`src/rtl/term_list_extractor.sv`:
```
// Serial term-list extractor: scans a latched truth table and emits, in ascending
// order, the indices of the rows matching the selected polarity over valid/ready.
module term_list_extractor #(
    parameter int N_VARS = 4
) (
    input  logic                  clk,
    input  logic                  rst_n,
    input  logic                  start,
    input  logic [(1<<N_VARS)-1:0] truth,
    input  logic                  sel_max,
    output logic                  term_valid,
    input  logic                  term_ready,
    output logic [N_VARS-1:0]     term_idx,
    output logic [7:0]            term_char,
    output logic                  busy,
    output logic                  done,
    output logic [N_VARS:0]       count
);

    localparam int W = 1 << N_VARS;

    localparam logic [1:0] S_IDLE = 2'd0;
    localparam logic [1:0] S_SCAN = 2'd1;
    localparam logic [1:0] S_EMIT = 2'd2;
    localparam logic [1:0] S_DONE = 2'd3;

    logic [1:0]        state;
    logic [W-1:0]      truth_q;
    logic              sel_q;
    logic [N_VARS-1:0] index;
    logic [7:0]        idx_wide;

    // Table and polarity are captured at start so input changes mid-run cannot
    // corrupt the list; index == all-ones marks the last row and ends the scan.
    always_ff @(posedge clk or negedge rst_n) begin
        if (!rst_n) begin
            state      <= S_IDLE;
            truth_q    <= '0;
            sel_q      <= 1'b0;
            index      <= '0;
            term_valid <= 1'b0;
            term_idx   <= '0;
            count      <= '0;
            done       <= 1'b0;
        end else begin
            done <= 1'b0;
            case (state)
                S_IDLE: begin
                    if (start) begin
                        truth_q <= truth;
                        sel_q   <= sel_max;
                        index   <= '0;
                        count   <= '0;
                        state   <= S_SCAN;
                    end
                end
                S_SCAN: begin
                    if (truth_q[index] == ~sel_q) begin
                        term_idx   <= index;
                        term_valid <= 1'b1;
                        state      <= S_EMIT;
                    end else if (index == '1) begin
                        done  <= 1'b1;
                        state <= S_DONE;
                    end else begin
                        index <= index + 1'b1;
                    end
                end
                S_EMIT: begin
                    if (term_ready) begin
                        count      <= count + 1'b1;
                        term_valid <= 1'b0;
                        if (index == '1) begin
                            done  <= 1'b1;
                            state <= S_DONE;
                        end else begin
                            index <= index + 1'b1;
                            state <= S_SCAN;
                        end
                    end
                end
                S_DONE: begin
                    state <= S_IDLE;
                end
                default: begin
                    state <= S_IDLE;
                end
            endcase
        end
    end

    assign busy = (state == S_SCAN) || (state == S_EMIT);

    // ASCII hex digit: '0'..'9' below ten, 'A'..'F' above ('A' - 10 = 8'h37).
    assign idx_wide  = {{(8-N_VARS){1'b0}}, term_idx};
    assign term_char = (idx_wide < 8'd10) ? (8'h30 + idx_wide) : (8'h37 + idx_wide);

endmodule

```
`config.mk`:
```
export PLATFORM = sky130hd
export DESIGN_NAME = term_list_extractor
export DESIGN_NICKNAME = d
export VERILOG_FILES = /design/src/rtl/term_list_extractor.sv
export SDC_FILE = /design/constraint.sdc
export NUM_CORES = 1
export LEC_CHECK = 0
export ABC_AREA = 1
export CORE_MARGIN = 2
export CORE_UTILIZATION = 54
export DETAILED_ROUTE_END_ITERATION = 10
export PLACE_DENSITY_LB_ADDON = 0.1
export SYNTH_ARGS = -nofsm -noshare
export SYNTH_HDL_FRONTEND = slang
export SYNTH_SLANG_ARGS = --single-unit
```
`constraint.sdc`:
```
create_clock -name clk -period 5 [get_ports clk]
set_input_delay 1.5 -clock clk [delete_from_list [all_inputs] [get_ports clk]]
set_output_delay 1.5 -clock clk [all_outputs]
set_load 0.01 [all_outputs]
```
==> results.sh <==
export IMPL_outcome="finished clean"
export IMPL_cellInternalPower_mw=0.733
export IMPL_achievable_frequency_mhz=283
export IMPL_r2r_path_start="state[0]"
export IMPL_grt_first_pass_wirelength_um=6490
export IMPL_cts_hold_buffers_added=0
export IMPL_switching_power_mw=0.547
export IMPL_reg2regPathDepth=4
export IMPL_drc_violations=0
export IMPL_cts_path_max_buffers=2
export IMPL_grt_pass1_vias=1551
export IMPL_rows=21
export IMPL_routed_via_count=1545
export IMPL_clockRootBuffer="clkbuf_4"
export IMPL_power_static_leakage_nw=1.08
export IMPL_holdCritPathClass="reg2reg"
export IMPL_wirelength_met1_um=1600
export IMPL_design_die_area_mm2=0.00389
export IMPL_dr_wl_met3_um=160
export IMPL_sw_frac_of_total_pct=42.7
export IMPL_final_setup_viol_count=0
export IMPL_synth_most_common_cell="nand2_1"
export IMPL_detailed_place_hpwl_um=2630
export IMPL_finClkSkew_ps=10.1
export IMPL_post_synth_top_area_cell="dfrtp_1"
export IMPL_synth_cell_types=29
export IMPL_clockPowerShare_pct=11.6
export IMPL_antenna_diode_count=0
export IMPL_detailedRoute_firstPassIterationCount=4
export IMPL_route_met2_wl_um=1670
export IMPL_fin_crit_sh_pct=70.6
export IMPL_postRouteWirelength_um=3480
export IMPL_hold_path_cell_count=2
export IMPL_final_nets=296
export IMPL_overall_overflow_remaining_after_global_route=0
export IMPL_powerDensity_mw_per_mm2=550
export IMPL_startpoint="term_idx[1]"
export IMPL_synthesis_nets=253
export IMPL_number_of_synthesized_flops_with_an_enable_pin=0
export IMPL_fin_cells=313
export IMPL_die_width_um=62.4
export IMPL_drt_wirelength_per_cell_um=11.1
export IMPL_die_height_um=62.4
export IMPL_grt_setup_unrepaired="false"
export IMPL_p_comb_share_pct=51.8
export IMPL_filler_cell_count=294
export IMPL_total_grt_usage_pct=20.7
export IMPL_ys_async_sr_fraction_pct=100
export IMPL_avgSynthCellArea_um2=8.18
export IMPL_crit_required_ps=3500
export IMPL_totalNegativeSetupSlack_ps=0
export IMPL_cts_htree_levels=2
export IMPL_cts_sink_count=34
export IMPL_post_synth_most_frequent_cells="51 x nand2_1, 34 x dfrtp_1, 28 x inv_1, 22 x nor2_1"
export IMPL_port_buffer_count=39
export IMPL_final_layout_size_suffix_gt1_share_pct=10.9
export IMPL_crit_type="reg2out"
export IMPL_final_max_slew_viol_count=0
export IMPL_cap_viol_max_count=0
export IMPL_cts_tree="yes"
export IMPL_postSynthCellCount=225
export IMPL_worst_slew_margin_rel_pct=41.3
export IMPL_ys_seq_area_share_pct=46.2
export IMPL_postRouteAntennaNets=0
export IMPL_fin_hold_ws_ps=495
export IMPL_ctsResizeCount=0
export IMPL_hp_start="term_valid"
export IMPL_finalHoldViolations=0
export IMPL_grt_antenna_before_repair=0
export IMPL_synth_seq_cells=34
export IMPL_avgViaCountPerCell=4.94
export IMPL_routabilityCongestion=0.780
export IMPL_syn_cell_area_mm2=0.00184
export IMPL_tightest_slew_ps=879
export IMPL_vdd_drop_max_uv=313
export IMPL_critical_path_startpoint_type="register"
export IMPL_netlist_top_cells_area="dfrtp_1 46%, nand2_1 10%, inv_1 5.7%"
export IMPL_p_total_mw=1.28
export IMPL_numCtsBuffers=5
export IMPL_grt_max_degree=35
export IMPL_dp_cells=307
export IMPL_synthToLayoutAreaGrowth_pct=26.3
export IMPL_core_area_mm2=0.00331
export IMPL_drt_initial_drc_count=50
export IMPL_floorplan_io_pins=41
export IMPL_clock_insertion_delay_worst_skew_ps=340
export IMPL_synth_top_flop_cell="dfrtp_1"
export IMPL_cts_setup_buffers=0
export IMPL_initial_util_pct=55.6
export IMPL_power_frac_seq_pct=36.5
export IMPL_layout_core_utilization_pct=70.2
export IMPL_top_layer_used="met4"
export IMPL_crit_fanout=4
export IMPL_critPathCaptureType="output pin"
export IMPL_yosysWarningCount=0
export IMPL_clk_pin_slew_ps=100
export IMPL_synth_top_area_share_pct=46.2
export IMPL_cp_data_arrival_time_ps=2030
export IMPL_min_period_ps=3530
## power by group through the flow
| stage | Combinational [mW] | Sequential, mW | Clock [mW] |
|---|---|---|---|
| CTS | 0.670 | 0.467 | 0.152 |
| floorplan | 0.480 | 0.460 | 0 |
| detailed placement | 0.670 | 0.474 | 0 |
| global placement | 0.647 | 0.469 | 0 |
| finish | 0.663 | 0.467 | 0.149 |
| global route | 0.762 | 0.485 | 0.164 |
## worst max-delay path: stages (launching register included)
cell,delay (ps)
dfrtp_1,400
inv_1,70
a21oi_1,240
inv_1,120
nor2_1,150
inv_1,70
a21oi_1,110
a21oi_1,50
clkdlybuf4s50_1,470
## final timing paths
check | endpoint | slack [ps]
worst max-delay path | term_char[2] | 1470
min in group asynchronous | term_idx[3] | 1580
max in group asynchronous | truth_q[12] | 3120
worst min register to register | term_valid | 500
worst max register to register | truth_q[4] | 3000
worst min-delay path | term_valid | 500
## cell families after synthesis
| logic type | count (synthesis) | share of synthesized area [%] |
|---|---|---|
| AOI/OAI and AO/OA | 32 | 9.04 |
| xor gates and xnor gates | 2 | 0.952 |
| adders and majority gates | 7 | 4.76 |
| buffers and inverters | 36 | 7.75 |
| and+or+nand+nor | 105 | 26.2 |
| other | 1 | 0.204 |
| muxes | 8 | 4.89 |
| DFF | 34 | 46.2 |
## layout make-up
class	count	area (um2)	area share [%]
Sequential cell	34	851	36.6
Tap cell	46	57.6	2.48
Clock buffer	6	51.3	2.21
Multi-Input combinational cell	155	847	36.4
Timing Repair Buffer	40	398	17.1
Inverter	32	120	5.17
## routing by layer
metal  GRT usage (%)  up-vias
met3            5.95        5
met1            24.7      704
li1                -      801
met2            36.5       35
met5               0        -
met4            5.83        0
## stage by stage
stage	worst slack (ps)	cell area, um2
after floorplan	2110	1840
after global placement	1860	2270
after detailed placement	1830	2270
after CTS	1460	2320
after global routing	1270	2320
final	1470	2320
## cells in the final DEF (no fill, tap or decap), drive strengths merged, types with 7 or more instances in the layout
cell type,Yosys,final
inv,31,31
a21oi,18,18
mux2,8,8
dfrtp,34,34
nand2,55,55
nor2,24,24
nand3,20,20
ha,7,7
o21ai,13,13
clkdlybuf4s50,0,39
## state kept, by name, summed over array words and instances, names as in the netlist
signal / count
term_valid: 1
state: 2
truth_q: 16
sel_q: 1
done: 1
term_idx: 4
index: 4
count: 5
No activity file was read; power rests on OpenSTA's default activity.
